[src/rtl/ex_stage.sv]
// Execute stage of the 5-stage MIPS pipeline: ALU, HI/LO registers, optional divider.
// Define EX_DIV_EN to build the 32-step restoring divider; without it DIV/DIVU are NOPs.
package ex_stage_pkg;
    localparam logic [2:0] EXE_RES_NOP   = 3'b000;
    localparam logic [2:0] EXE_RES_LOGIC = 3'b001;
    localparam logic [2:0] EXE_RES_MOVE  = 3'b011;
    localparam logic [2:0] EXE_RES_ARITH = 3'b100;

    localparam logic [7:0] EXE_NOP_OP  = 8'b0000_0000;
    localparam logic [7:0] EXE_AND_OP  = 8'b0010_0100;
    localparam logic [7:0] EXE_OR_OP   = 8'b0010_0101;
    localparam logic [7:0] EXE_XOR_OP  = 8'b0010_0110;
    localparam logic [7:0] EXE_NOR_OP  = 8'b0010_0111;
    localparam logic [7:0] EXE_ADDU_OP = 8'b0010_0001;
    localparam logic [7:0] EXE_SUBU_OP = 8'b0010_0011;
    localparam logic [7:0] EXE_SLT_OP  = 8'b0010_1010;
    localparam logic [7:0] EXE_SLTU_OP = 8'b0010_1011;
    localparam logic [7:0] EXE_MFHI_OP = 8'b0001_0000;
    localparam logic [7:0] EXE_MFLO_OP = 8'b0001_0010;
    localparam logic [7:0] EXE_DIV_OP  = 8'b0001_1010;
    localparam logic [7:0] EXE_DIVU_OP = 8'b0001_1011;
endpackage

module ex_stage
    import ex_stage_pkg::*;
#(
    parameter int DIV_ITERS = 32
) (
    input  logic        clk,
    input  logic        rst,
    input  logic [7:0]  aluop_i,
    input  logic [2:0]  alusel_i,
    input  logic [4:0]  wd_i,
    input  logic        wreg_i,
    input  logic [31:0] reg1_i,
    input  logic [31:0] reg2_i,
    input  logic        flush_i,
    output logic [4:0]  wd_o,
    output logic        wreg_o,
    output logic [31:0] wdata_o,
    output logic        stallreq_o,
    output logic [31:0] hi_o,
    output logic [31:0] lo_o
);
    logic [DIV_ITERS-1:0] hi_q, hi_d, lo_q, lo_d;
    logic [31:0]          alu_res;
    logic                 alu_valid;
    logic                 div_stall;

    always_comb begin
        // NOTE: every signal written here gets a default first; a missed branch would otherwise infer a latch.
        alu_res   = '0;
        alu_valid = 1'b1;
        case (alusel_i)
            EXE_RES_LOGIC: begin
                case (aluop_i)
                    EXE_OR_OP:  alu_res = reg1_i | reg2_i;
                    EXE_AND_OP: alu_res = reg1_i & reg2_i;
                    EXE_XOR_OP: alu_res = reg1_i ^ reg2_i;
                    EXE_NOR_OP: alu_res = ~(reg1_i | reg2_i);
                    default:    alu_valid = 1'b0;
                endcase
            end
            EXE_RES_ARITH: begin
                case (aluop_i)
                    EXE_ADDU_OP: alu_res = reg1_i + reg2_i;
                    EXE_SUBU_OP: alu_res = reg1_i - reg2_i;
                    EXE_SLT_OP:  alu_res = {31'd0, $signed(reg1_i) < $signed(reg2_i)};
                    EXE_SLTU_OP: alu_res = {31'd0, reg1_i < reg2_i};
                    default:     alu_valid = 1'b0;
                endcase
            end
            EXE_RES_MOVE: begin
                case (aluop_i)
                    EXE_MFHI_OP: alu_res = hi_q;
                    EXE_MFLO_OP: alu_res = lo_q;
                    default:     alu_valid = 1'b0;
                endcase
            end
            default: alu_valid = 1'b0;
        endcase
    end

`ifdef EX_DIV_EN
    typedef enum logic [1:0] {IDLE, BUSY, DONE} div_state_e;

    localparam int CW = $clog2(DIV_ITERS) + 1;
    localparam logic [CW-1:0] LAST_CNT = CW'(DIV_ITERS - 1);

    div_state_e     state_q, state_d;
    logic [CW-1:0]  cnt_q, cnt_d;
    logic [31:0]    rem_q, rem_d, quo_q, quo_d, dvs_q, dvs_d;
    logic           neg_quo_q, neg_quo_d, neg_rem_q, neg_rem_d;
    logic [32:0]    partial, diff;
    logic [31:0]    step_rem, step_quo;
    logic           is_div, is_signed;

    always_comb begin
        state_d   = state_q;
        cnt_d     = cnt_q;
        rem_d     = rem_q;
        quo_d     = quo_q;
        dvs_d     = dvs_q;
        neg_quo_d = neg_quo_q;
        neg_rem_d = neg_rem_q;
        hi_d      = hi_q;
        lo_d      = lo_q;
        div_stall = 1'b0;
        is_div    = (aluop_i == EXE_DIV_OP) || (aluop_i == EXE_DIVU_OP);
        is_signed = (aluop_i == EXE_DIV_OP);

        // One restoring step: shift the next dividend bit into the partial remainder, try to subtract.
        partial = {rem_q, quo_q[31]};
        diff    = partial - {1'b0, dvs_q};
        if (!diff[32]) begin
            step_rem = diff[31:0];
            step_quo = {quo_q[30:0], 1'b1};
        end else begin
            step_rem = partial[31:0];
            step_quo = {quo_q[30:0], 1'b0};
        end

        case (state_q)
            IDLE: begin
                if (is_div && reg2_i != '0) begin
                    quo_d     = (is_signed && reg1_i[31]) ? -reg1_i : reg1_i;
                    dvs_d     = (is_signed && reg2_i[31]) ? -reg2_i : reg2_i;
                    neg_quo_d = is_signed && (reg1_i[31] ^ reg2_i[31]);
                    neg_rem_d = is_signed && reg1_i[31];
                    rem_d     = '0;
                    cnt_d     = '0;
                    div_stall = 1'b1;
                    state_d   = BUSY;
                end else if (is_div) begin
                    hi_d = reg1_i;
                    lo_d = '1;
                end
            end
            BUSY: begin
                div_stall = 1'b1;
                rem_d     = step_rem;
                quo_d     = step_quo;
                cnt_d     = cnt_q + 1'b1;
                if (cnt_q == LAST_CNT) begin
                    hi_d    = neg_rem_q ? -step_rem : step_rem;
                    lo_d    = neg_quo_q ? -step_quo : step_quo;
                    state_d = DONE;
                end
            end
            DONE:    state_d = IDLE;
            default: state_d = IDLE;
        endcase

        // Flush cancels the divide outright, including a write due on the last step.
        if (flush_i) begin
            state_d   = IDLE;
            div_stall = 1'b0;
            hi_d      = hi_q;
            lo_d      = lo_q;
        end
    end

    always_ff @(posedge clk) begin
        if (rst) begin
            state_q <= IDLE;
            cnt_q   <= '0;
        end else begin
            state_q <= state_d;
            cnt_q   <= cnt_d;
        end
    end

    // NOTE: the divider datapath has no reset; it is always loaded in IDLE before BUSY reads it.
    always_ff @(posedge clk) begin
        rem_q     <= rem_d;
        quo_q     <= quo_d;
        dvs_q     <= dvs_d;
        neg_quo_q <= neg_quo_d;
        neg_rem_q <= neg_rem_d;
    end
`else
    assign div_stall = 1'b0;
    assign hi_d      = hi_q;
    assign lo_d      = lo_q;
`endif

    always_ff @(posedge clk) begin
        // NOTE: sequential state uses non-blocking assignments so every flop samples pre-edge values.
        if (rst) begin
            hi_q <= '0;
            lo_q <= '0;
        end else begin
            hi_q <= hi_d;
            lo_q <= lo_d;
        end
    end

    assign wd_o       = rst ? 5'd0 : wd_i;
    assign wreg_o     = !rst && !flush_i && wreg_i && alu_valid;
    assign wdata_o    = rst ? 32'd0 : alu_res;
    assign stallreq_o = !rst && div_stall;
    assign hi_o       = rst ? 32'd0 : hi_q;
    assign lo_o       = rst ? 32'd0 : lo_q;
endmodule

[config.mk]
export PLATFORM = sky130hd
export DESIGN_NAME = ex_stage
export DESIGN_NICKNAME = d
export VERILOG_FILES = /design/src/rtl/ex_stage.sv
export SDC_FILE = /design/constraint.sdc
export NUM_CORES = 1
export LEC_CHECK = 0
export CAP_MARGIN = 5
export CELL_PAD_IN_SITES_DETAIL_PLACEMENT = 0
export CELL_PAD_IN_SITES_GLOBAL_PLACEMENT = 2
export CORE_MARGIN = 4
export CORE_UTILIZATION = 29
export DETAILED_ROUTE_END_ITERATION = 7
export GPL_TIMING_DRIVEN = 1
export PLACE_DENSITY_LB_ADDON = 0.1
export SLEW_MARGIN = 5
export SYNTH_ARGS = -nofsm -noshare
export SYNTH_HDL_FRONTEND = slang
export SYNTH_SLANG_ARGS = --single-unit
[constraint.sdc]
create_clock -name clk -period 3.6 [get_ports clk]
set_input_delay 0.36 -clock clk [delete_from_list [all_inputs] [get_ports clk]]
set_output_delay 0.36 -clock clk [all_outputs]
set_load 0.005 [all_outputs]
* Word level (Yosys, flattened, before mapping) *
Index checks and enable logic that the tools add are counted.

storage, ports and cells
  register bits after elaboration = 64
  input bits = 84
  output and inout bits = 103
  logic and storage cells = 43

cells by class
  $add $sub $neg = 2
  magnitude comparators = 2
  equality and inequality tests = 13
  mux-type cells = 12
  bitwise operators = 4
  reductions and logical operators = 8

operator list
  kind                                                                    count
  32-bit one-hot mux with 4 select lines                                  2
  32-bit 2-to-1 mux                                                       3
  32-bit one-hot mux with 3 select lines                                  1
  8-bit by 6-bit equality test with 1-bit output (second input constant)  8
  32-bit less-than comparator                                             2
  32-bit one-hot mux with 2 select lines                                  1
  32-bit adder                                                            1
  32-bit bitwise AND                                                      1
  32-bit inverter                                                         1
  32-bit bitwise OR                                                       1
  32-bit subtractor                                                       1
  32-bit XOR                                                              1
  8-bit by 5-bit equality test with 1-bit output (second input constant)  2
  4-bit OR reduction                                                      2
  5-bit 2-to-1 mux                                                        1
  3-bit by 1-bit equality test with 1-bit output (second input constant)  1
  3-bit by 2-bit equality test with 1-bit output (second input constant)  1
  3-bit equality test (second input constant)                             1
  1-bit logical AND                                                       3
  1-bit 2-to-1 mux                                                        3
  1-bit one-hot mux with 3 select lines                                   1
  1-bit logical NOT                                                       2
  2-bit OR reduction                                                      1

* Depth between registers and ports, before layout *
Gate-level depths: netlist of run 1.

  depth after elaboration = 5
  gate-level depth with buffers = 13
  depth with buffers taken out = 13

* Least setup slack after synthesis of run 1 *
No wires, ideal clock.

  path type = in2out
  start = in reg1_i[0]
  end = out wdata_o[30]
  arrival = 2.557 ns
  required time = 3.240 ns
  path slack = 0.683 ns
  stages = 11
  buffers on the path = 0
  cell sequence = ha_1 -> fa_1 -> a21o_1 -> a221oi_4 -> o22ai_2 -> a221oi_2 -> o21ai_1 -> o21ai_2 -> o41ai_1 -> mux2_4 -> o211ai_2

between the ends
  longest elaborated chain between the ends = 4
  elaborated cells between the ends (all ways) = 5
  classes of those cells = add/sub: 2; mux: 3

RTL lines
  what                                               line    source
  from (decl)                                        35      input logic [31:0] reg1_i,
  32-bit subtractor or 32-bit adder (tied branches)  67, 66
  32-bit one-hot mux with 4 select lines (*)         65      case (aluop_i)
  32-bit one-hot mux with 3 select lines (*)         54      case (alusel_i)
  32-bit 2-to-1 mux (*)                              200     assign wdata_o = rst ? 32'd0 : alu_res;
  to (decl)                                          40      output logic [31:0] wdata_o,

Mark *: on every way between the ends. The rest lies on a longest branch, timed or not.

* Worst setup path in the final report of run 1 *
  start = in reg1_i[1]
  end = out wdata_o[28]

The elaborated chain is that of the path after synthesis.

==> results_dict.tcl, run 1 <==
set metrics [dict create \
    min_period_over_period_pct 97.4 \
    finalSetupTns_ns 0 \
    synth_area_mm2 0.00793 \
    drtAntennaViolNets 0 \
    synth_most_common_cell "a21oi_1" \
    fin_util_pct 49.5 \
    power_frac_seq_pct 22.1 \
    wire_per_inst_um 18.1 \
    nets 1667 \
    grt_pass1_wl_um 51600 \
    r2r-end "hi_d[0]$_DFF_P_" \
    avgViaCountPerCell 4.88 \
    ys_async_sr_fraction_pct 0 \
    synth_area_per_cell_um2 7.43 \
    ys_dominant_reg_cell "dfxtp_1" \
    synthTopCellsByArea "dfxtp_1 (16%), ha_1 (16%), a21oi_1 (7.1%)" \
    cellInternalPower_w 0.00212 \
    power_frac_comb_pct 49.1 \
    cts_tree "yes" \
    dieWidth_um 173 \
    first_pass_iters 5 \
    tightestPinTransition_ns 0.756 \
    clock_path_buffers 2 \
    synthesis.instances 1068 \
    power.share.clock_pct 28.8 \
    drt_iter0_drc 409 \
    cts.clk_slew.worst_paths_ns 0.05 \
    p_sw_w 0.00109 \
    p_sw_share_pct 33.8 \
    setup-violations-final 0 \
    crit_fanout 2 \
    finalHoldViolCount 0 \
    routabilityCongestion 0.907 \
    vdd_ir_drop_max_mv 0.225 \
    overflow 0 \
    final_max_slew_viol_count 0 \
    grt_max_degree 74 \
    dp_hpwl_um 26500 \
    die_y_um 173 \
    required_ns 3.24 \
    worstRegToRegCells 1 \
    drv_cap 0 \
    ys_types 81 \
    finClkSkew_ns 0 \
    portBuffers 185 \
    core_mm2 0.0270 \
    layout_min_cycle_time_ns 3.51 \
    antenna_found_initial 0 \
    status "finished clean" \
    relSlewSlack_pct 49.6 \
    drc_errors 0 \
    yosys_register_bits 64 \
    dp_cells 1791 \
    io_pins 187 \
    rsz0062_at_grt "true" \
    critPathKind "input pin to primary output" \
    hold_class "flop to flop" \
    die-area_mm2 0.0301 \
    yosysTopAreaCell "dfxtp_1" \
    clock_latency_ns 0.32 \
    grt_usage_pct 21.1 \
    wirelength_um 33100 \
    ys_top_cells_by_count "a21oi_1 (113), ha_1 (99), inv_1 (90), nor2_1 (87), nor2b_1 (75)" \
    critPathCapture "wdata_o[28]" \
    synth_top_area_share_pct 16.1 \
    final_cells 1828 \
    antenna_cells 0 \
    grt_pass1_vias 9139 \
    fmax_ghz 0.285 \
    n_fill_cell 2719 \
    drive_gt1_share_pct 33.7 \
    cts-root-buf "clkbuf_16" \
    initial_core_util_pct 29.4 \
    power_density_mw_per_mm2 241 \
    critPathArrivalTime_ns 3.15 \
    vias 8927 \
    rrSetupSlack_ns 2.96 \
    syn_nets 1253 \
    clock-sinks 64 \
    endpoint_kind "primary output" \
    yosys_warnings 0 \
    crit_path_start "reg1_i[1]" \
    ys_seq_area_share_pct 16.1 \
    power.leakage_nw 5.89 \
    crit_path_start_kind "input pin" \
    fin_hold_ws_ns 0.479 \
    power_w 0.00321 \
    synth_enable_flop_cells 0 \
    r2r-start "hi_d[0]$_DFF_P_" \
    cts_made_buffers 9 \
    h-tree-depth 3 \
    row_count 60 \
    area_growth_pct 68.1 \
]
==> how the worst min path moves through the flow <==
stage | slack [ns] | cells after the start | from | endpoint
4_1_cts | 0.48 | 1 | hi_d[20]$_DFF_P_ | hi_d[20]$_DFF_P_
6_report | 0.48 | 1 | lo_d[3]$_DFF_P_ | lo_d[3]$_DFF_P_
3_3_place_gp | 0.47 | 1 | hi_d[12]$_DFF_P_ | hi_d[12]$_DFF_P_
5_1_grt | 0.49 | 1 | hi_d[26]$_DFF_P_ | hi_d[26]$_DFF_P_
3_5_place_dp | 0.47 | 1 | hi_d[5]$_DFF_P_ | hi_d[5]$_DFF_P_
2_1_floorplan | 0.48 | 1 | hi_d[17]$_DFF_P_ | hi_d[17]$_DFF_P_
==> power groups by stage <==
stage | Combinational, W | Sequential (W) | Clock, W
after floorplan | 0.000697 | 0.000724 | 0
after global placement | 0.00134 | 0.000724 | 0
after detailed placement | 0.00134 | 0.000724 | 0
after CTS | 0.00148 | 0.000709 | 0.000948
after global routing | 0.00171 | 0.000708 | 0.000980
final | 0.00158 | 0.000709 | 0.000925
==> worst max-delay path, cell delays in order <==
cell           delay, ns
dlygate4sd2_1       0.26
fa_2                0.40
a21o_1              0.20
a221oi_4            0.32
o22ai_2             0.14
buf_4               0.16
a31oi_4             0.24
o21ai_4             0.10
a221oi_4            0.30
buf_4               0.18
o21ai_4             0.06
xnor2_2             0.15
o22ai_2             0.13
buf_2               0.15
==> layer usage <==
layer,track usage [%],vias to the layer above,wire length (um),part of all wire (%)
met5,0,-,0,0
met4,3.19,0,369,1.1
met3,3.29,16,1280,3.9
met2,39.4,187,16900,51
met1,26.1,4179,14500,44
li1,-,4545,-,-
==> registers in the layout, summed over array words and instances (netlist names) <==
| name | cells |
|---|---|
| lo_d | 32 |
| hi_d | 32 |
==> cells in the final DEF, fill, tap and decap left out, drive strengths merged, types with 56 or more instances in the layout <==
master,count
nor2b,75
a21oi,116
buf,300
dfxtp,64
xnor2,60
clkdlybuf4s50,127
nor2,89
ha,99
o21ai,56
inv,97
==> timing repair <==
item / in CTS / in global routing
pin swaps: 49 / 66
gates cloned: 0 / 0
gates resized for setup: 186 / 115
hold buffers: 0 / 0
hold endpoints to repair: 0 / 0
setup endpoints to repair: 26 / 24
setup buffers: 13 / 9
==> per-stage QoR <==
step	setup WS [ns]	instance area, um^2
final	0.0940	13300
after global routing	-0.0400	13300
after CTS	-0.107	12800
after detailed placement	-0.876	11900
after global placement	-0.834	11900
after floorplan	0.683	7930
==> area by class of cell <==
type,instances,area [um^2],area share [%]
multi-input cells,837,6930,52.0
repair buffers,472,4010,30.1
flip-flops and latches,64,1280,9.61
well taps,341,427,3.20
inverters,98,368,2.76
clock buffers,11,243,1.82
clock inverters,5,80.1,0.600
==> cell families after synthesis <==
logic type,share of synthesized area [%]
mux,7.27
fa+ha+maj,16.1
buf+inv,8.59
xor+xnor,6.95
simple gates,19.1
compound gates,25.7
flops,16.1
other cells,0.0473
Note: power is estimated with default switching activity, not from simulation.
==> run 2: changes to the inputs <==
--- a/config.mk
+++ b/config.mk
@@ -8,6 +8,7 @@
 export CAP_MARGIN = 5
 export CELL_PAD_IN_SITES_DETAIL_PLACEMENT = 0
 export CELL_PAD_IN_SITES_GLOBAL_PLACEMENT = 2
+export CORE_ASPECT_RATIO = 0.5
 export CORE_MARGIN = 4
 export CORE_UTILIZATION = 29
 export DETAILED_ROUTE_END_ITERATION = 7
==> results_dict.tcl, run 2 (synthesis gave the netlist of run 1 again) <==
set metrics [dict create \
    finalSetupTns_ns 0 \
    endpoint_kind "primary output" \
    cts.clk_slew.worst_paths_ns 0.06 \
    fin_hold_ws_ns 0.481 \
    h-tree-depth 3 \
    grt_max_degree 54 \
    wl_met2_um 16300 \
    setup-violations-final 0 \
    n_fill_cell 2597 \
    wire_per_inst_um 18.6 \
    power_density_mw_per_mm2 241 \
    vias 9232 \
    first_pass_iters 5 \
    status "finished clean" \
    drtAntennaViolNets 0 \
    finClkSkew_ns 0 \
    portBuffers 185 \
    r2r-start "lo_d[23]$_DFF_P_" \
    clock_path_buffers 2 \
    nets 1667 \
    finalHoldViolCount 0 \
    power_w 0.00320 \
    cts-root-buf "clkbuf_16" \
    die_y_um 125 \
    die-area_mm2 0.0302 \
    dieWidth_um 242 \
    relSlewSlack_pct 53.3 \
    cts_tree "yes" \
    crit_fanout 8 \
    top_layer_used "met4" \
    wl_met3_um 1670 \
    io_pins 187 \
    area_growth_pct 67.7 \
    cts_made_buffers 9 \
    fmax_ghz 0.279 \
    final_common_cell "buf_4" \
    crit_path_start_kind "input pin" \
    crit_path_start "reg1_i[18]" \
    drt_iter0_drc 628 \
    core_mm2 0.0267 \
    tightestPinTransition_ns 0.700 \
    antenna_cells 0 \
    final_cell_mix "buf_4 (277), clkdlybuf4s50_1 (127), a21oi_1 (87)" \
    slowest_stage "clkdlybuf4s50_1" \
    drt-met1-wl_um 16000 \
    vdd_ir_drop_max_mv 0.260 \
    drv_cap 0 \
    critPathArrivalTime_ns 3.22 \
    clock-sinks 64 \
    rsz0062_at_grt "true" \
    layout_min_cycle_time_ns 3.58 \
    power.leakage_nw 5.80 \
    overflow 0 \
    wirelength_um 34300 \
    grt_pass1_vias 9194 \
    grt_pass1_wl_um 52500 \
    clock_latency_ns 0.33 \
    hold_buffers 0 \
    drive_gt1_share_pct 33.6 \
    worstHoldStart "lo_d[6]$_DFF_P_" \
    crit_chain "clkdlybuf4s50_1 > inv_1 > ha_4 > buf_4 > nand3_1 > a21oi_1 > a311o_1 > nor3_2 > a21oi_4 > nor2b_2 > or3_1 > a31oi_1 > o2bb2ai_1 > buf_2" \
    row_count 42 \
    antenna_found_initial 0 \
    min_period_over_period_pct 99.4 \
    grt_usage_pct 21.6 \
    initial_core_util_pct 29.7 \
    drc_errors 0 \
    critPathKind "input pin to primary output" \
    hold_class "flop to flop" \
    required_ns 3.24 \
    dp_hpwl_um 26900 \
    final_max_slew_viol_count 0 \
    critPathMaxStageDelay_ns 0.48 \
    avgViaCountPerCell 5.02 \
    routabilityCongestion 0.946 \
]
## run 2: cell types whose count changed in the layout (fill, tap and decap cells not counted), sizes merged
cell           before  now
dlymetal6s2s       15    7
clkinv              2    3
clkinvlp            2    3
bufinv              2    1
clkdlybuf4s15       1    5
buf               300  302
clkbuf             13   14
## run 2: path summary, 6_finish.rpt
path | endpoint | slack, ns | cells past startpoint
hold / removal | lo_d[6]$_DFF_P_ | 0.48 | 1
hold reg to reg | lo_d[6]$_DFF_P_ | 0.48 | 1
setup / recovery | wdata_o[31] | 0.02 | 14
setup reg to reg | lo_d[23]$_DFF_P_ | 2.96 | 1
## run 2: through the flow
step	area, um^2	setup slack (ns)	cells	utilization (%)
floorplan	7930	0.683	1068	-
global placement	11900	-0.695	1798	44.6
detailed placement	11900	-0.761	1798	44.6
CTS	12900	-0.0903	1830	48.2
global route	13300	-0.0526	1839	49.8
finish	13300	0.0212	1839	49.8
## run 2: power breakdown
part | internal, W | leakage [nW] | switching, W | total [W]
logic | 0.000789 | 5.14 | 0.000815 | 0.00160
clock network | 0.000556 | 0.145 | 0.000335 | 0.000891
registers | 0.000708 | 0.515 | 0 | 0.000708
total | 0.00205 | 5.80 | 0.00115 | 0.00320
## run 2: final cells by class
type | instances | area (um^2) | area share, %
inverters | 98 | 374 | 2.81
clock buffers | 10 | 239 | 1.80
repair buffers | 472 | 3970 | 29.9
flip-flops and latches | 64 | 1280 | 9.63
well taps | 352 | 440 | 3.31
multi-input cells | 837 | 6930 | 52.1
clock inverters | 6 | 67.6 | 0.508
## run 2: routing by layer
| layer | vias to the layer above | global-route usage [%] |
|---|---|---|
| li1 | 4557 | - |
| met1 | 4437 | 29.7 |
| met2 | 222 | 37.0 |
| met3 | 16 | 3.94 |
| met4 | 0 | 2.01 |
| met5 | - | 0 |
## run 2: timing repair
item                                    in CTS  in global routing
pin swaps                                   61                 59
resized for setup                          218                 98
endpoints found under the setup margin      27                 25
setup buffers                               16                  9
## run 2: worst max-delay path: cells and delay by family
kind	cells	cell delay [ns]
buffers and inverters	4	0.84
AND/OR/NAND/NOR	4	0.84
AO/OA/AOI/OAI	5	0.91
adder cells (fa/ha/maj)	1	0.25
